`config.mk`:
```
export PLATFORM = sky130hd
export DESIGN_NAME = spi_ram_master_flat
export DESIGN_NICKNAME = d
export VERILOG_FILES = /design/src/rtl/spi_ram_master_pkg.sv /design/src/rtl/spi_ram_master_if.sv /design/src/rtl/spi_master_shifter.sv /design/src/rtl/spi_ram_master.sv /design/src/flat_wrapper.sv
export SDC_FILE = /design/constraint.sdc
export NUM_CORES = 1
export LEC_CHECK = 0
export ABC_AREA = 1
export BUFFER_PORTS_ARGS = -buffer_cell sky130_fd_sc_hd__buf_4
export CAP_MARGIN = 20
export CORE_UTILIZATION = 51
export DETAILED_ROUTE_END_ITERATION = 8
export PLACE_DENSITY = 0.82
export SETUP_SLACK_MARGIN = 0.4
export SLEW_MARGIN = 0
export SYNTH_ARGS = -nofsm -noshare
export SYNTH_HDL_FRONTEND = slang
export SYNTH_SLANG_ARGS = --single-unit
```
`constraint.sdc`:
```
create_clock -name clk -period 1.51 [get_ports clk]
set_input_delay 0.0755 -clock clk [delete_from_list [all_inputs] [get_ports clk]]
set_output_delay 0.0755 -clock clk [all_outputs]
set_load 0.02 [all_outputs]
```
`src/rtl/spi_ram_master_pkg.sv`:
```
// rtl/spi_ram_master_pkg.sv - shared constants, opcodes and FSM state type for spi_ram_master
// No ports: imported by the interface, the shifter and the top level.
package spi_ram_master_pkg;

   localparam int CMD_W  = 10;
   localparam int DATA_W = 8;

   localparam logic [1:0] OP_WR_ADDR = 2'b00;
   localparam logic [1:0] OP_WR_DATA = 2'b01;
   localparam logic [1:0] OP_RD_ADDR = 2'b10;
   localparam logic [1:0] OP_RD_DATA = 2'b11;

   typedef enum logic [2:0] {
      ST_IDLE,
      ST_GUARD,
      ST_SHIFT,
      ST_TURN,
      ST_CAPTURE,
      ST_GAP
   } state_e;

   // Only rd-data frames carry a reply byte from the slave.
   function automatic logic is_read_data(input logic [1:0] op);
      return op == OP_RD_DATA;
   endfunction

endpackage

```
`src/rtl/spi_ram_master_if.sv`:
```
// rtl/spi_ram_master_if.sv - host handshake and SPI pin bundle for spi_ram_master
// cmd_valid/cmd_ready/cmd_word : host command handshake (10-bit word)
// rd_valid/rd_data             : one-cycle reply pulse and captured byte
// busy                         : master is not idle
// MISO/MOSI/SS_n               : serial pins towards the SPI-RAM slave
// modport master : view used by spi_ram_master; modport slave : host/pin side
interface spi_ram_master_if;
   import spi_ram_master_pkg::*;

   logic              cmd_valid;
   logic              cmd_ready;
   logic [CMD_W-1:0]  cmd_word;
   logic              rd_valid;
   logic [DATA_W-1:0] rd_data;
   logic              busy;
   logic              MISO;
   logic              MOSI;
   logic              SS_n;

   modport master (
      input  cmd_valid, cmd_word, MISO,
      output cmd_ready, rd_valid, rd_data, busy, MOSI, SS_n
   );

   modport slave (
      output cmd_valid, cmd_word, MISO,
      input  cmd_ready, rd_valid, rd_data, busy, MOSI, SS_n
   );

endinterface

```
`src/rtl/spi_master_shifter.sv`:
```
// rtl/spi_master_shifter.sv - 10-bit parallel-load MSB-out shifter with 8-bit serial capture
// clk, rst   : clock, asynchronous active-high reset
// load       : load load_word into the outgoing shift register
// shift_en   : shift the outgoing register left by one
// msb        : current MSB of the outgoing register
// miso       : serial input bit
// cap_en     : shift miso into the capture register
// cap_done   : last capture bit; commit the assembled byte to rd_data
// rd_data    : most recently completed byte, held until the next commit
module spi_master_shifter
   import spi_ram_master_pkg::*;
(
   input  logic              clk,
   input  logic              rst,
   input  logic              load,
   input  logic [CMD_W-1:0]  load_word,
   input  logic              shift_en,
   output logic              msb,
   input  logic              miso,
   input  logic              cap_en,
   input  logic              cap_done,
   output logic [DATA_W-1:0] rd_data
);

   logic [CMD_W-1:0]  sreg_q, sreg_d;
   // Only seven bits are stored: the eighth arrives on miso in the same
   // cycle that the byte is committed.
   logic [DATA_W-2:0] cap_q, cap_d;
   logic [DATA_W-1:0] rd_data_q, rd_data_d;

   always_comb begin
      sreg_d    = sreg_q;
      cap_d     = cap_q;
      rd_data_d = rd_data_q;
      if (load) begin
         sreg_d = load_word;
      end else if (shift_en) begin
         sreg_d = {sreg_q[CMD_W-2:0], 1'b0};
      end
      if (cap_en) begin
         cap_d = {cap_q[DATA_W-3:0], miso};
      end
      if (cap_done) begin
         rd_data_d = {cap_q, miso};
      end
   end

   always_ff @(posedge clk or posedge rst) begin
      if (rst) begin
         sreg_q    <= '0;
         cap_q     <= '0;
         rd_data_q <= '0;
      end else begin
         sreg_q    <= sreg_d;
         cap_q     <= cap_d;
         rd_data_q <= rd_data_d;
      end
   end

   assign msb     = sreg_q[CMD_W-1];
   assign rd_data = rd_data_q;

endmodule

```
`src/rtl/spi_ram_master.sv`:
```
// rtl/spi_ram_master.sv - SPI initiator serialising 10-bit RAM commands and capturing read replies
// clk        : system and bit clock, rising edge
// rst        : asynchronous active-high reset
// bus        : spi_ram_master_if.master (host handshake, reply, busy, MISO/MOSI/SS_n)
// TURN_CYCLES: idle cycles between last command bit and first MISO sample (0..15)
// GAP_CYCLES : SS_n-high cycles between frames (1..15)
module spi_ram_master
   import spi_ram_master_pkg::*;
#(
   parameter int TURN_CYCLES = 2,
   parameter int GAP_CYCLES  = 1
) (
   input  logic clk,
   input  logic rst,
   spi_ram_master_if.master bus
);

   // Counters hold "cycles remaining minus one" for the current state.
   localparam logic [3:0] SHIFT_LOAD = 4'(CMD_W - 1);
   localparam logic [3:0] CAP_LOAD   = 4'(DATA_W - 1);
   localparam logic [3:0] TURN_LOAD  = 4'((TURN_CYCLES > 0) ? TURN_CYCLES - 1 : 0);
   localparam logic [3:0] GAP_LOAD   = 4'(GAP_CYCLES - 1);

   state_e     state_q, state_d;
   logic [3:0] cnt_q, cnt_d;
   logic       rd_op_q, rd_op_d;
   logic       mosi_q, mosi_d;
   logic       ss_n_q, ss_n_d;
   logic       rd_valid_q, rd_valid_d;

   logic       accept;
   logic       load;
   logic       shift_en;
   logic       cap_en;
   logic       cap_done;
   logic       sreg_msb;

   assign accept = bus.cmd_valid && bus.cmd_ready;

   spi_master_shifter u_shifter (
      .clk       (clk),
      .rst       (rst),
      .load      (load),
      .load_word (bus.cmd_word),
      .shift_en  (shift_en),
      .msb       (sreg_msb),
      .miso      (bus.MISO),
      .cap_en    (cap_en),
      .cap_done  (cap_done),
      .rd_data   (bus.rd_data)
   );

   always_comb begin
      state_d  = state_q;
      cnt_d    = cnt_q;
      rd_op_d  = rd_op_q;
      load     = 1'b0;
      cap_en   = 1'b0;
      cap_done = 1'b0;

      case (state_q)
         ST_IDLE: begin
            if (accept) begin
               load    = 1'b1;
               rd_op_d = is_read_data(bus.cmd_word[CMD_W-1 -: 2]);
               state_d = ST_GUARD;
            end
         end
         ST_GUARD: begin
            state_d = ST_SHIFT;
            cnt_d   = SHIFT_LOAD;
         end
         ST_SHIFT: begin
            if (cnt_q == 4'd0) begin
               if (!rd_op_q) begin
                  state_d = ST_GAP;
                  cnt_d   = GAP_LOAD;
               end else if (TURN_CYCLES == 0) begin
                  state_d = ST_CAPTURE;
                  cnt_d   = CAP_LOAD;
               end else begin
                  state_d = ST_TURN;
                  cnt_d   = TURN_LOAD;
               end
            end else begin
               cnt_d = cnt_q - 4'd1;
            end
         end
         ST_TURN: begin
            if (cnt_q == 4'd0) begin
               state_d = ST_CAPTURE;
               cnt_d   = CAP_LOAD;
            end else begin
               cnt_d = cnt_q - 4'd1;
            end
         end
         ST_CAPTURE: begin
            cap_en = 1'b1;
            if (cnt_q == 4'd0) begin
               cap_done = 1'b1;
               state_d  = ST_GAP;
               cnt_d    = GAP_LOAD;
            end else begin
               cnt_d = cnt_q - 4'd1;
            end
         end
         ST_GAP: begin
            if (cnt_q == 4'd0) begin
               state_d = ST_IDLE;
            end else begin
               cnt_d = cnt_q - 4'd1;
            end
         end
         default: begin
            state_d = ST_IDLE;
         end
      endcase

      // Pins are registered, so they are computed from the state being
      // entered. GUARD shows the opcode MSB straight from the input word
      // because the shift register is only being loaded on that edge;
      // entering or staying in SHIFT presents the MSB while shifting it out.
      shift_en = (state_d == ST_SHIFT);
      if (state_d == ST_GUARD) begin
         mosi_d = bus.cmd_word[CMD_W-1];
      end else if (state_d == ST_SHIFT) begin
         mosi_d = sreg_msb;
      end else begin
         mosi_d = 1'b0;
      end
      ss_n_d     = !(state_d inside {ST_GUARD, ST_SHIFT, ST_TURN, ST_CAPTURE});
      rd_valid_d = cap_done;
   end

   always_ff @(posedge clk or posedge rst) begin
      if (rst) begin
         state_q    <= ST_IDLE;
         cnt_q      <= '0;
         rd_op_q    <= 1'b0;
         mosi_q     <= 1'b0;
         ss_n_q     <= 1'b1;
         rd_valid_q <= 1'b0;
      end else begin
         state_q    <= state_d;
         cnt_q      <= cnt_d;
         rd_op_q    <= rd_op_d;
         mosi_q     <= mosi_d;
         ss_n_q     <= ss_n_d;
         rd_valid_q <= rd_valid_d;
      end
   end

   // Gated by rst so no command can be offered while reset is held.
   assign bus.cmd_ready = (state_q == ST_IDLE) && !rst;
   assign bus.busy      = (state_q != ST_IDLE);
   assign bus.MOSI      = mosi_q;
   assign bus.SS_n      = ss_n_q;
   assign bus.rd_valid  = rd_valid_q;

endmodule

```
`src/flat_wrapper.sv`:
```
// flat-port wrapper written by rule: the top's interface ports become plain ports
module spi_ram_master_flat import spi_ram_master_pkg::*;
#(
   parameter int TURN_CYCLES = 2,
   parameter int GAP_CYCLES  = 1
)
  (clk, rst, bus_cmd_valid, bus_cmd_word, bus_MISO, bus_cmd_ready, bus_rd_valid, bus_rd_data, bus_busy, bus_MOSI, bus_SS_n);
  spi_ram_master_if bus_i ();
  input  logic clk;
  input  logic rst;
  input wire logic [$bits(bus_i.cmd_valid)-1:0] bus_cmd_valid;
  input wire logic [$bits(bus_i.cmd_word)-1:0] bus_cmd_word;
  input wire logic [$bits(bus_i.MISO)-1:0] bus_MISO;
  output wire logic [$bits(bus_i.cmd_ready)-1:0] bus_cmd_ready;
  output wire logic [$bits(bus_i.rd_valid)-1:0] bus_rd_valid;
  output wire logic [$bits(bus_i.rd_data)-1:0] bus_rd_data;
  output wire logic [$bits(bus_i.busy)-1:0] bus_busy;
  output wire logic [$bits(bus_i.MOSI)-1:0] bus_MOSI;
  output wire logic [$bits(bus_i.SS_n)-1:0] bus_SS_n;
  assign bus_i.cmd_valid = bus_cmd_valid;
  assign bus_i.cmd_word = bus_cmd_word;
  assign bus_i.MISO = bus_MISO;
  assign bus_cmd_ready = bus_i.cmd_ready;
  assign bus_rd_valid = bus_i.rd_valid;
  assign bus_rd_data = bus_i.rd_data;
  assign bus_busy = bus_i.busy;
  assign bus_MOSI = bus_i.MOSI;
  assign bus_SS_n = bus_i.SS_n;
  spi_ram_master #(.TURN_CYCLES(TURN_CYCLES), .GAP_CYCLES(GAP_CYCLES)) u_core (.clk(clk), .rst(rst), .bus(bus_i));
endmodule
```
==> results of run 1 <==
[final timing paths]
check,endpoint,slack (ns)
worst max-delay path,u_core.cnt_q[0]$_DFFE_PP0P_,-0.07
worst min-delay path,u_core.u_shifter.sreg_q[2]$_DFFE_PP0P_,-0.001
worst max register to register,u_core.cnt_q[0]$_DFFE_PP0P_,-0.07
worst min register to register,u_core.u_shifter.rd_data[0]$_DFFE_PP0P_,0.50
max in group asynchronous,u_core.bus.SS_n$_DFF_PP1_,0.80
min in group asynchronous,u_core.cnt_q[1]$_DFFE_PP0P_,0.37
[sequential cells by signal, indices dropped and copies added, names as in the netlist]
name and count:
u_core.u_shifter.rd_data 8, u_core.bus.SS_n 1, u_core.u_shifter.cap_q 7, u_core.state_q 3, u_core.u_shifter.sreg_q 10, u_core.rd_op_q 1, u_core.cnt_q 4, u_core.bus.MOSI 1
u_core.bus.rd_valid 1
[routing by layer]
metal,up-vias,track usage (%),routed length (µm)
li1,821,-,-
met1,786,26.7,1870
met2,66,39.7,2270
met3,22,6.25,243
met4,0,9.01,154
met5,-,0,0
[stage by stage]
| stage | setup WS, ns | total power, mW | setup TNS [ns] | std cells | utilization [%] |
|---|---|---|---|---|---|
| 4_1_cts | 0.00955 | 5.09 | 0 | 325 | 73.2 |
| 3_3_place_gp | -0.0460 | 3.95 | -0.0747 | 305 | 65.0 |
| 6_report | -0.0702 | 5.57 | -0.647 | 332 | 77.9 |
| 3_5_place_dp | -0.0522 | 4.03 | -0.120 | 305 | 65.0 |
| 5_1_grt | -0.111 | 5.90 | -1.52 | 332 | 77.9 |
| 2_1_floorplan | 0.00900 | 3.27 | 0 | 223 | - |
[synth_stat cells]
library cell / count / share of area (%)
a21oi_1: 2 / 0.54
a22oi_1: 1 / 0.41
buf_12: 1 / 1.1
buf_2: 1 / 0.27
buf_4: 1 / 0.41
buf_6: 1 / 0.61
clkbuf_1: 1 / 0.20
dfrtp_1: 35 / 47
dfstp_2: 1 / 1.4
ha_1: 3 / 2.0
inv_1: 28 / 5.7
inv_2: 3 / 0.61
nand2_1: 82 / 17
nand2_2: 3 / 1.0
nand2_4: 4 / 2.4
nand3_1: 9 / 2.4
nand3_2: 11 / 5.9
nand4_1: 1 / 0.34
nor2_1: 4 / 0.81
nor2_2: 4 / 1.3
nor2_4: 2 / 1.2
o21a_1: 1 / 0.41
o21ai_0: 11 / 3.0
o21ai_1: 9 / 2.4
o22ai_1: 1 / 0.34
or2_2: 1 / 0.34
xor2_1: 2 / 0.94
[area by class of cell]
cell class	instances	area share, %
Timing Repair Buffer	59	19.4
Sequential cell	36	34.0
Inverter	31	4.94
Multi-Input combinational cell	152	36.5
Clock buffer	5	1.41
Clock inverter	3	1.60
Tap cell	46	2.16
[repair_timing]
| action | CTS | global route |
|---|---|---|
| hold endpoints to repair | 39 | 1 |
| hold buffers | 4 | 1 |
| setup buffers | 6 | 6 |
| setup endpoints to repair | 36 | 39 |
| pin swaps | 6 | 11 |
| gates resized for setup | 30 | 42 |
| gates cloned | 2 | 0 |
[cells by family (layout without fill, tap and decap cells)]
kind of cell / count (synthesis) / count (layout) / synth area share, %
simple gates: 121 / 122 / 32.5
flops: 36 / 36 / 48.7
buf+inv: 36 / 98 / 8.84
compound gates: 25 / 25 / 7.09
fa+ha+maj: 3 / 3 / 2.02
xor+xnor: 2 / 2 / 0.945
[power groups by stage]
stage / clock network [mW] / logic [mW] / registers [mW]
detailed placement: 0 / 2.55 / 1.47
floorplan: 0 / 1.76 / 1.51
global route: 0.733 / 3.64 / 1.53
finish: 0.686 / 3.39 / 1.50
global placement: 0 / 2.49 / 1.46
CTS: 0.683 / 2.94 / 1.47
[critical path, delay by kind of cell, from the launching register on]
family | cells | cell delay, ns
DFF | 1 | 0.39
AOI/OAI and AO/OA | 1 | 0.09
buffers and inverters | 4 | 0.31
adders and majority gates | 1 | 0.18
and+or+nand+nor | 5 | 0.51
[layout by cell type, fill, tap and decap left out, drive strengths merged]
cell type	instances
o22ai	1
or2	1
inv	30
a21oi	2
xor2	2
clkinv	2
buf	54
o21a	1
nand2	90
o21ai	20
a22oi	1
ha	3
dlygate4sd3	5
clkinvlp	1
nor2	10
clkbuf	5
nand4	1
bufinv	1
dfrtp	35
nand3	20
dfstp	1
==> run_summary.xml, run 1 <==
<?xml version="1.0" encoding="UTF-8"?>
<metrics>
  <group name="global_route">
    <metric name="globalRouteOverflowTotal" unit="">0</metric>
    <metric name="grt_pass1_vias" unit="">1650</metric>
    <metric name="grt.total_usage" unit="%">22.9</metric>
    <metric name="grt_start_max_net_pins" unit="">37</metric>
    <metric name="grt_pass1_wl" unit="mm">6.96</metric>
    <metric name="antenna_found_initial" unit="">0</metric>
  </group>
  <group name="sta">
    <metric name="grt_setup_unrepaired" unit="">true</metric>
    <metric name="timing.final.max_slew_violations" unit="">0</metric>
    <metric name="maxSlewHeadroom" unit="%">70.3</metric>
    <metric name="finalHoldViolations" unit="">1</metric>
    <metric name="holdWs" unit="ns">-0.00108</metric>
    <metric name="final_period_minus_worst_setup_slack" unit="ns">1.58</metric>
    <metric name="report.final.setup_viol" unit="">15</metric>
    <metric name="fin_skew" unit="ns">0.00659</metric>
    <metric name="final_critical_path_setup_slack" unit="ns">-0.0702</metric>
    <metric name="min_period_over_period" unit="%">105</metric>
    <metric name="worst-slew-pin-transition" unit="ns">0.446</metric>
    <metric name="highest_clock_rate" unit="GHz">0.633</metric>
  </group>
  <group name="place">
    <metric name="gpl.final_weighted_congestion" unit="">0.882</metric>
    <metric name="detailed_place.area" unit="µm²">2220</metric>
    <metric name="port_buffers" unit="">26</metric>
    <metric name="dp.final_hpwl" unit="mm">2.52</metric>
  </group>
  <group name="routing">
    <metric name="ant_nets" unit="">0</metric>
    <metric name="via_per_inst" unit="">5.11</metric>
    <metric name="drc_errors" unit="">0</metric>
    <metric name="wire_per_inst" unit="µm">13.7</metric>
    <metric name="firstDrtPassIters" unit="">5</metric>
    <metric name="wire_length_after_detailed_routing" unit="mm">4.54</metric>
    <metric name="via_count" unit="">1695</metric>
    <metric name="drt_iter0_drc" unit="">90</metric>
  </group>
  <group name="synth">
    <metric name="synth_cells" unit="">223</metric>
    <metric name="synth_nets" unit="">240</metric>
    <metric name="post_synth_num_cell_types" unit="">27</metric>
    <metric name="synth.avg_cell_area" unit="µm²">8.32</metric>
    <metric name="ys_warn_count" unit="">0</metric>
    <metric name="synth_area" unit="µm²">1850</metric>
    <metric name="ys_seq_elements" unit="">36</metric>
    <metric name="yosysSeqAreaShare" unit="%">48.7</metric>
  </group>
  <group name="worst_setup_path">
    <metric name="worstPathRequired" unit="ns">1.76</metric>
    <metric name="path_class" unit="">flip-flop to flip-flop</metric>
    <metric name="cp_cell_sequence" unit="">inv_2 &gt; ha_4 &gt; nand3_4 &gt; buf_6 &gt; nand2_4 &gt; inv_4 &gt; nor2_4 &gt; nor2_4 &gt; nand3_2 &gt; o21ai_1 &gt; inv_1</metric>
    <metric name="regToRegStartpoint" unit="">u_core.cnt_q[0]$_DFFE_PP0P_</metric>
    <metric name="endpoint_kind" unit="">flip-flop</metric>
    <metric name="r2r_cells" unit="">11</metric>
    <metric name="cp-start-kind" unit="">flip-flop</metric>
    <metric name="source_of_the_critical_timing_path" unit="">u_core.cnt_q[0]$_DFFE_PP0P_</metric>
    <metric name="worst_path_largest_cell_delay" unit="ns">0.39</metric>
    <metric name="timing.critical_path.arrival" unit="ns">1.83</metric>
    <metric name="critical_path.most_common_cell" unit="">nor2_4</metric>
    <metric name="crit_path_max_fanout" unit="">4</metric>
    <metric name="critical-path-slowest-cell" unit="">dfrtp_1</metric>
  </group>
  <group name="pwr">
    <metric name="static-leakage-power" unit="nW">1.36</metric>
    <metric name="internal_power" unit="mW">3.10</metric>
    <metric name="worst_case_vdd_ir_drop" unit="µV">1680</metric>
    <metric name="power.combinational.fraction" unit="%">60.8</metric>
    <metric name="pwr-share-clk" unit="%">12.3</metric>
    <metric name="switchingPower" unit="mW">2.47</metric>
    <metric name="power.sequential.fraction" unit="%">26.9</metric>
    <metric name="netSwitchingFraction" unit="%">44.4</metric>
    <metric name="power_per_cell_area" unit="nW/µm²">2100</metric>
  </group>
  <group name="floorplanning">
    <metric name="floorplan.io_pins" unit="">27</metric>
    <metric name="die_width" unit="µm">62.3</metric>
    <metric name="placement_rows" unit="">21</metric>
    <metric name="die_area" unit="µm²">3880</metric>
    <metric name="die_height" unit="µm">62.3</metric>
    <metric name="floorplan.initialDensity" unit="%">54.3</metric>
    <metric name="floorplan.core_area" unit="µm²">3420</metric>
  </group>
  <group name="finish">
    <metric name="seq_cell_area" unit="µm²">903</metric>
    <metric name="n_antenna_cell" unit="">0</metric>
    <metric name="filler_cell_count" unit="">214</metric>
    <metric name="drive_gt1_share" unit="%">46.9</metric>
    <metric name="multiInputGateArea" unit="µm²">971</metric>
    <metric name="final_net_count" unit="">302</metric>
    <metric name="final_cell_area" unit="µm²">2660</metric>
    <metric name="areaGrowthSynthToFinish" unit="%">43.5</metric>
  </group>
  <group name="cts">
    <metric name="clk_pin_slew_worst_paths" unit="ns">0.11</metric>
    <metric name="numClockSinks" unit="">36</metric>
    <metric name="cts_tree" unit="">yes</metric>
    <metric name="clk_path_buf_depth" unit="">2</metric>
    <metric name="cts_made_buffers" unit="">5</metric>
    <metric name="ctsRootBufferMaster" unit="">clkbuf_4</metric>
    <metric name="clock_latency" unit="ns">0.35</metric>
    <metric name="cts-htree-levels" unit="">2</metric>
  </group>
  <group name="min_path">
    <metric name="min_path_type" unit="">input pin to flip-flop</metric>
    <metric name="worstHoldStart" unit="">bus_cmd_word[2]</metric>
    <metric name="holdPathStages" unit="">5</metric>
  </group>
  <group name="run">
    <metric name="max_cap_viol_count" unit="">0</metric>
  </group>
  <group name="run_status">
    <metric name="status" unit="">finished, violations left</metric>
    <metric name="failed_checks" unit="">hold timing, setup timing</metric>
  </group>
</metrics>
No activity file was read; power rests on OpenSTA's default activity.
==> inputs of run 2 (changes only) <==
--- a/config.mk
+++ b/config.mk
@@ -11,7 +11,7 @@
 export CORE_UTILIZATION = 51
 export DETAILED_ROUTE_END_ITERATION = 8
 export PLACE_DENSITY = 0.82
-export SETUP_SLACK_MARGIN = 0.4
+export SETUP_SLACK_MARGIN = 0.3
 export SLEW_MARGIN = 0
 export SYNTH_ARGS = -nofsm -noshare
 export SYNTH_HDL_FRONTEND = slang
==> run_summary.xml, run 2 (synthesis gave the netlist of run 1 again) <==
<?xml version="1.0" encoding="UTF-8"?>
<metrics>
  <group name="run_status">
    <metric name="status" unit="">finished, violations left</metric>
    <metric name="failed_checks" unit="">setup timing</metric>
  </group>
  <group name="cts">
    <metric name="clk_path_buf_depth" unit="">2</metric>
    <metric name="clk_pin_slew_worst_paths" unit="ns">0.12</metric>
    <metric name="numClockSinks" unit="">36</metric>
    <metric name="cts_tree" unit="">yes</metric>
    <metric name="cts_made_buffers" unit="">5</metric>
    <metric name="ctsRootBufferMaster" unit="">clkbuf_4</metric>
    <metric name="cts-htree-levels" unit="">2</metric>
    <metric name="clock_latency" unit="ns">0.35</metric>
  </group>
  <group name="pwr">
    <metric name="pwr-share-clk" unit="%">12.3</metric>
    <metric name="static-leakage-power" unit="nW">1.33</metric>
    <metric name="power.sequential.fraction" unit="%">26.9</metric>
    <metric name="post-layout-total-power" unit="mW">5.57</metric>
    <metric name="power_per_cell_area" unit="nW/µm²">2140</metric>
    <metric name="internal_power" unit="mW">3.06</metric>
    <metric name="worst_case_vdd_ir_drop" unit="µV">1800</metric>
    <metric name="power.combinational.fraction" unit="%">60.7</metric>
    <metric name="netSwitchingFraction" unit="%">45.1</metric>
    <metric name="switchingPower" unit="mW">2.51</metric>
  </group>
  <group name="finish">
    <metric name="most_common_library_cell_in_the_layout_ignoring_fill_and_taps" unit="">nand2_1</metric>
    <metric name="n_antenna_cell" unit="">0</metric>
    <metric name="final_net_count" unit="">297</metric>
    <metric name="regMostFlops" unit="">u_core.u_shifter.sreg_q</metric>
    <metric name="drive_gt1_share" unit="%">44.5</metric>
    <metric name="final_core_util" unit="%">76.3</metric>
    <metric name="filler_cell_count" unit="">223</metric>
    <metric name="areaGrowthSynthToFinish" unit="%">40.6</metric>
    <metric name="mostFrequentLayoutCells" unit="">69 x nand2_1, 41 x buf_4, 33 x dfrtp_1</metric>
    <metric name="largest_reg_flops" unit="">10</metric>
  </group>
  <group name="floorplanning">
    <metric name="die_height" unit="µm">62.3</metric>
    <metric name="placement_rows" unit="">21</metric>
    <metric name="floorplan.initialDensity" unit="%">54.3</metric>
    <metric name="die_area" unit="µm²">3880</metric>
    <metric name="floorplan.core_area" unit="µm²">3420</metric>
    <metric name="floorplan.io_pins" unit="">27</metric>
    <metric name="die_width" unit="µm">62.3</metric>
  </group>
  <group name="place">
    <metric name="detailedPlace.worstSlack" unit="ns">-0.0924</metric>
    <metric name="gpl.final_weighted_congestion" unit="">0.885</metric>
    <metric name="dp.final_hpwl" unit="mm">2.49</metric>
    <metric name="port_buffers" unit="">26</metric>
  </group>
  <group name="sta">
    <metric name="finalHoldViolations" unit="">0</metric>
    <metric name="timing.final.max_slew_violations" unit="">0</metric>
    <metric name="grt_setup_unrepaired" unit="">true</metric>
    <metric name="final_critical_path_setup_slack" unit="ns">-0.121</metric>
    <metric name="worst-slew-pin-transition" unit="ns">0.464</metric>
    <metric name="maxSlewHeadroom" unit="%">69.1</metric>
    <metric name="final_period_minus_worst_setup_slack" unit="ns">1.63</metric>
    <metric name="holdWs" unit="ns">0.0120</metric>
    <metric name="setup-tns-final" unit="ns">-1.19</metric>
    <metric name="min_period_over_period" unit="%">108</metric>
    <metric name="fin_skew" unit="ns">0.0166</metric>
    <metric name="highest_clock_rate" unit="GHz">0.613</metric>
    <metric name="report.final.setup_viol" unit="">16</metric>
  </group>
  <group name="global_route">
    <metric name="grt_pass1_wl" unit="mm">7.01</metric>
    <metric name="grt_pass1_vias" unit="">1534</metric>
    <metric name="grt.total_usage" unit="%">23.8</metric>
    <metric name="globalRouteOverflowTotal" unit="">0</metric>
    <metric name="grt_start_max_net_pins" unit="">37</metric>
    <metric name="antenna_found_initial" unit="">0</metric>
  </group>
  <group name="run">
    <metric name="max_cap_viol_count" unit="">0</metric>
  </group>
  <group name="routing">
    <metric name="via_per_inst" unit="">5.16</metric>
    <metric name="via_count" unit="">1686</metric>
    <metric name="ant_nets" unit="">0</metric>
    <metric name="drt_iter0_drc" unit="">100</metric>
    <metric name="drc_errors" unit="">0</metric>
    <metric name="wire_length_after_detailed_routing" unit="mm">4.64</metric>
    <metric name="wire_per_inst" unit="µm">14.2</metric>
    <metric name="firstDrtPassIters" unit="">6</metric>
  </group>
  <group name="worst_setup_path">
    <metric name="crit_path_max_fanout" unit="">8</metric>
    <metric name="path_class" unit="">flip-flop to flip-flop</metric>
    <metric name="cp-start-kind" unit="">flip-flop</metric>
    <metric name="endpoint_kind" unit="">flip-flop</metric>
    <metric name="timing.critical_path.arrival" unit="ns">1.88</metric>
    <metric name="worstPathRequired" unit="ns">1.76</metric>
  </group>
  <group name="min_path">
    <metric name="min_path_type" unit="">input pin to flip-flop</metric>
  </group>
</metrics>
## run 2: power groups by stage
stage	Clock (mW)	Combinational (mW)	Sequential, mW
3_5_place_dp	0	2.50	1.47
2_1_floorplan	0	1.75	1.51
3_3_place_gp	0	2.43	1.46
6_report	0.687	3.38	1.50
5_1_grt	0.745	3.65	1.52
4_1_cts	0.691	2.90	1.47
## run 2: area by class of cell
type | count | area, µm² | share of cell area, %
clock inverter | 3 | 42.5 | 1.63
inverter | 31 | 129 | 4.94
tap | 46 | 57.6 | 2.21
sequential | 36 | 905 | 34.7
clock buffer | 5 | 37.5 | 1.44
multi-input combinational | 151 | 966 | 37.0
timing repair buffer | 55 | 470 | 18.0
## run 2: metal layers
| metal | routed length [µm] | track usage [%] |
|---|---|---|
| met1 | 1860 | 27.8 |
| met4 | 133 | 8.14 |
| met2 | 2430 | 42.4 |
| met5 | 0 | 0 |
| met3 | 215 | 5.70 |
## run 2: worst paths after layout
| kind | from | to | slack [ns] | cells after the start |
|---|---|---|---|---|
| worst max-delay path | u_core.cnt_q[0]$_DFFE_PP0P_ | u_core.u_shifter.sreg_q[8]$_DFFE_PP0P_ | -0.12 | 11 |
| worst min-delay path | bus_cmd_word[5] | u_core.u_shifter.sreg_q[5]$_DFFE_PP0P_ | 0.01 | 5 |
| worst max register to register | u_core.cnt_q[0]$_DFFE_PP0P_ | u_core.u_shifter.sreg_q[8]$_DFFE_PP0P_ | -0.12 | 11 |
| worst min register to register | u_core.u_shifter.rd_data[7]$_DFFE_PP0P_ | u_core.u_shifter.rd_data[7]$_DFFE_PP0P_ | 0.49 | 2 |
| max in group asynchronous | rst | u_core.bus.SS_n$_DFF_PP1_ | 0.73 | 4 |
| min in group asynchronous | rst | u_core.cnt_q[1]$_DFFE_PP0P_ | 0.40 | 4 |
## run 2: metrics by stage
stage | area, µm² | instances
finish | 2610 | 327
global route | 2610 | 327
CTS | 2470 | 322
detailed placement | 2210 | 304
global placement | 2210 | 304
floorplan | 1890 | 223
## run 2: critical path: stages, from the launching register on
cell	delay, ns
dfrtp_1	0.41
inv_2	0.07
ha_4	0.19
nand3_4	0.12
nand2_4	0.07
nand2_2	0.06
nand2_2	0.07
nor2_4	0.17
nand2_8	0.09
buf_12	0.15
nand3_2	0.06
nand2_1	0.06
## run 2: what timing repair did
| item | in CTS | in global routing |
|---|---|---|
| gates cloned | 0 | 1 |
| hold buffers | 3 | 0 |
| endpoints found under the hold margin | 38 | 0 |
| pin swaps | 11 | 5 |
| gates resized for setup | 27 | 36 |
| setup endpoints to repair | 29 | 37 |
| buffers inserted | 7 | 4 |
==> inputs of run 3 (changes only) <==
--- a/config.mk
+++ b/config.mk
@@ -12,6 +12,7 @@
 export DETAILED_ROUTE_END_ITERATION = 8
 export PLACE_DENSITY = 0.82
 export SETUP_SLACK_MARGIN = 0.3
+export SKIP_LAST_GASP = 1
 export SLEW_MARGIN = 0
 export SYNTH_ARGS = -nofsm -noshare
 export SYNTH_HDL_FRONTEND = slang
==> run_summary.xml, run 3 (synthesis gave the netlist of run 1 again) <==
<?xml version="1.0" encoding="UTF-8"?>
<metrics>
  <group name="global_route">
    <metric name="grt.total_usage" unit="%">23.8</metric>
    <metric name="antenna_found_initial" unit="">0</metric>
    <metric name="grt_pass1_wl" unit="mm">7.01</metric>
    <metric name="globalRouteOverflowTotal" unit="">0</metric>
    <metric name="grt_start_max_net_pins" unit="">37</metric>
    <metric name="grt_pass1_vias" unit="">1534</metric>
  </group>
  <group name="place">
    <metric name="dp.final_hpwl" unit="mm">2.49</metric>
    <metric name="port_buffers" unit="">26</metric>
    <metric name="gpl.final_weighted_congestion" unit="">0.885</metric>
  </group>
  <group name="worst_setup_path">
    <metric name="worst_r2r_endpoint" unit="">u_core.u_shifter.sreg_q[8]$_DFFE_PP0P_</metric>
    <metric name="r2r_setup_slack" unit="ns">-0.07</metric>
    <metric name="endpoint_kind" unit="">flip-flop</metric>
    <metric name="cp.buffers_inverters" unit="">2</metric>
    <metric name="critical-path-slowest-cell" unit="">dfrtp_1</metric>
    <metric name="cp_cell_sequence" unit="">inv_2 &gt; ha_4 &gt; nand3_4 &gt; nand2_4 &gt; nand2_2 &gt; nand2_2 &gt; nor2_4 &gt; nand2_8 &gt; buf_12 &gt; nand3_2 &gt; nand2_1</metric>
    <metric name="crit_path_max_fanout" unit="">8</metric>
    <metric name="cpLargestDelayFamily" unit="">simple AND/OR/NAND/NOR gates</metric>
    <metric name="source_of_the_critical_timing_path" unit="">u_core.cnt_q[0]$_DFFE_PP0P_</metric>
    <metric name="path_depth" unit="">11</metric>
    <metric name="crit_path_end" unit="">u_core.u_shifter.sreg_q[8]$_DFFE_PP0P_</metric>
    <metric name="timing.critical_path.arrival" unit="ns">1.83</metric>
    <metric name="cp-start-kind" unit="">flip-flop</metric>
    <metric name="critical_path.most_common_cell" unit="">nand2_2</metric>
    <metric name="path_class" unit="">flip-flop to flip-flop</metric>
    <metric name="r2r_cells" unit="">11</metric>
    <metric name="worstPathRequired" unit="ns">1.76</metric>
    <metric name="regToRegStartpoint" unit="">u_core.cnt_q[0]$_DFFE_PP0P_</metric>
    <metric name="worst_path_largest_cell_delay" unit="ns">0.39</metric>
  </group>
  <group name="finish">
    <metric name="mostFrequentLayoutCells" unit="">70 x nand2_1, 41 x buf_4, 33 x dfrtp_1</metric>
    <metric name="regMostFlops" unit="">u_core.u_shifter.sreg_q</metric>
    <metric name="drive_gt1_share" unit="%">43.8</metric>
    <metric name="most_common_library_cell_in_the_layout_ignoring_fill_and_taps" unit="">nand2_1</metric>
    <metric name="largest_reg_flops" unit="">10</metric>
    <metric name="areaGrowthSynthToFinish" unit="%">40.1</metric>
    <metric name="final_net_count" unit="">297</metric>
    <metric name="filler_cell_count" unit="">224</metric>
    <metric name="n_antenna_cell" unit="">0</metric>
  </group>
  <group name="routing">
    <metric name="ant_nets" unit="">0</metric>
    <metric name="wire_length_after_detailed_routing" unit="mm">4.54</metric>
    <metric name="via_per_inst" unit="">5.09</metric>
    <metric name="drc_errors" unit="">0</metric>
    <metric name="firstDrtPassIters" unit="">4</metric>
    <metric name="wire_per_inst" unit="µm">13.9</metric>
    <metric name="via_count" unit="">1663</metric>
    <metric name="drt_iter0_drc" unit="">70</metric>
  </group>
  <group name="pwr">
    <metric name="switchingPower" unit="mW">2.46</metric>
    <metric name="pwr-share-clk" unit="%">12.4</metric>
    <metric name="static-leakage-power" unit="nW">1.32</metric>
    <metric name="power.sequential.fraction" unit="%">27.2</metric>
    <metric name="worst_case_vdd_ir_drop" unit="µV">1920</metric>
    <metric name="netSwitchingFraction" unit="%">44.7</metric>
    <metric name="power.combinational.fraction" unit="%">60.5</metric>
    <metric name="power_per_cell_area" unit="nW/µm²">2120</metric>
    <metric name="internal_power" unit="mW">3.05</metric>
  </group>
  <group name="cts">
    <metric name="cts-htree-levels" unit="">2</metric>
    <metric name="ctsRootBufferMaster" unit="">clkbuf_4</metric>
    <metric name="clock_latency" unit="ns">0.35</metric>
    <metric name="numClockSinks" unit="">36</metric>
    <metric name="cts_made_buffers" unit="">5</metric>
    <metric name="clk_path_buf_depth" unit="">2</metric>
    <metric name="cts_tree" unit="">yes</metric>
    <metric name="clk_pin_slew_worst_paths" unit="ns">0.12</metric>
  </group>
  <group name="run_status">
    <metric name="failed_checks" unit="">setup timing</metric>
    <metric name="status" unit="">finished, violations left</metric>
  </group>
  <group name="floorplanning">
    <metric name="placement_rows" unit="">21</metric>
    <metric name="floorplan.core_area" unit="µm²">3420</metric>
    <metric name="die_width" unit="µm">62.3</metric>
    <metric name="die_height" unit="µm">62.3</metric>
    <metric name="floorplan.initialDensity" unit="%">54.3</metric>
    <metric name="floorplan.io_pins" unit="">27</metric>
    <metric name="die_area" unit="µm²">3880</metric>
  </group>
  <group name="sta">
    <metric name="final_critical_path_setup_slack" unit="ns">-0.0741</metric>
    <metric name="setup-tns-final" unit="ns">-0.565</metric>
    <metric name="min_period_over_period" unit="%">105</metric>
    <metric name="fin_skew" unit="ns">0.0130</metric>
    <metric name="grt_setup_unrepaired" unit="">true</metric>
    <metric name="final_period_minus_worst_setup_slack" unit="ns">1.58</metric>
    <metric name="timing.final.max_slew_violations" unit="">0</metric>
    <metric name="maxSlewHeadroom" unit="%">69.6</metric>
    <metric name="finalHoldViolations" unit="">0</metric>
    <metric name="highest_clock_rate" unit="GHz">0.631</metric>
    <metric name="holdWs" unit="ns">0.0152</metric>
    <metric name="worst-slew-pin-transition" unit="ns">0.456</metric>
    <metric name="report.final.setup_viol" unit="">13</metric>
  </group>
  <group name="min_path">
    <metric name="min_path_type" unit="">input pin to flip-flop</metric>
  </group>
  <group name="run">
    <metric name="max_cap_viol_count" unit="">0</metric>
  </group>
</metrics>
-- run 3: cell types whose count changed in the layout (fill, tap and decap cells not counted) --
| cell | before | now |
|---|---|---|
| inv_4 | 1 | 2 |
| inv_6 | 2 | 1 |
| nand2_1 | 69 | 70 |
| nand2_2 | 13 | 12 |
| nand3_1 | 4 | 5 |
| nand3_2 | 15 | 14 |
-- run 3: what timing repair did --
item                       4_1_cts  5_1_grt
pin swaps                       11        5
resized for setup               27       33
hold buffers                     3        0
hold endpoints to repair        38        0
cloned                           0        1
setup buffers                    7        4
setup endpoints to repair       29       37
-- run 3: worst min-delay path by stage --
stage / startpoint / end / slack, ns / depth (start not counted)
2_1_floorplan: rst / bus_cmd_ready / 0.19 / 1
3_3_place_gp: rst / u_core.state_q[2]$_DFF_PP0_ / 0.23 / 3
3_5_place_dp: rst / u_core.cnt_q[1]$_DFFE_PP0P_ / 0.24 / 3
4_1_cts: bus_cmd_word[9] / u_core.rd_op_q$_DFFE_PP0P_ / 0.007 / 3
5_1_grt: bus_cmd_word[9] / u_core.rd_op_q$_DFFE_PP0P_ / 0.02 / 3
6_report: bus_cmd_word[5] / u_core.u_shifter.sreg_q[5]$_DFFE_PP0P_ / 0.02 / 5
-- run 3: through the flow --
step	cells	area (µm²)	power [mW]	worst slack [ns]	utilization [%]
6_report	327	2600	5.51	-0.0741	76.0
5_1_grt	327	2600	5.90	-0.138	76.0
4_1_cts	322	2470	5.06	0.00910	72.2
3_5_place_dp	304	2210	3.97	-0.0924	64.7
3_3_place_gp	304	2210	3.89	-0.0493	64.7
2_1_floorplan	223	1890	3.25	0.00900	-
-- run 3: final cells by class --
class / count / area, µm² / share of cell area (%)
well taps: 46 / 57.6 / 2.22
inverters: 31 / 126 / 4.87
clock inverters: 3 / 42.5 / 1.64
repair buffers: 55 / 470 / 18.1
multi-input cells: 151 / 958 / 36.9
flip-flops and latches: 36 / 905 / 34.8
clock buffers: 5 / 37.5 / 1.45
-- run 3: metal layers --
layer / vias up / share of wire, % / global-route usage (%)
met1: 782 / 40 / 27.8
li1: 817 / - / -
met3: 11 / 4.9 / 5.70
met5: - / 0 / 0
met4: 0 / 2.1 / 8.14
met2: 53 / 53 / 42.4
-- run 3: power groups by stage --
stage | Clock (mW) | Sequential, mW | Combinational, mW
6_report | 0.681 | 1.50 | 3.33
2_1_floorplan | 0 | 1.51 | 1.75
5_1_grt | 0.744 | 1.53 | 3.63
3_3_place_gp | 0 | 1.46 | 2.43
4_1_cts | 0.691 | 1.47 | 2.90
3_5_place_dp | 0 | 1.47 | 2.50
-- run 3: worst reg2reg max path: cells and delay by family, from the launching register on --
| kind | cells | cell delay, ns |
|---|---|---|
| flip-flops | 1 | 0.39 |
| adder cells (fa/ha/maj) | 1 | 0.19 |
| buffers and inverters | 2 | 0.22 |
| AND/OR/NAND/NOR | 8 | 0.68 |
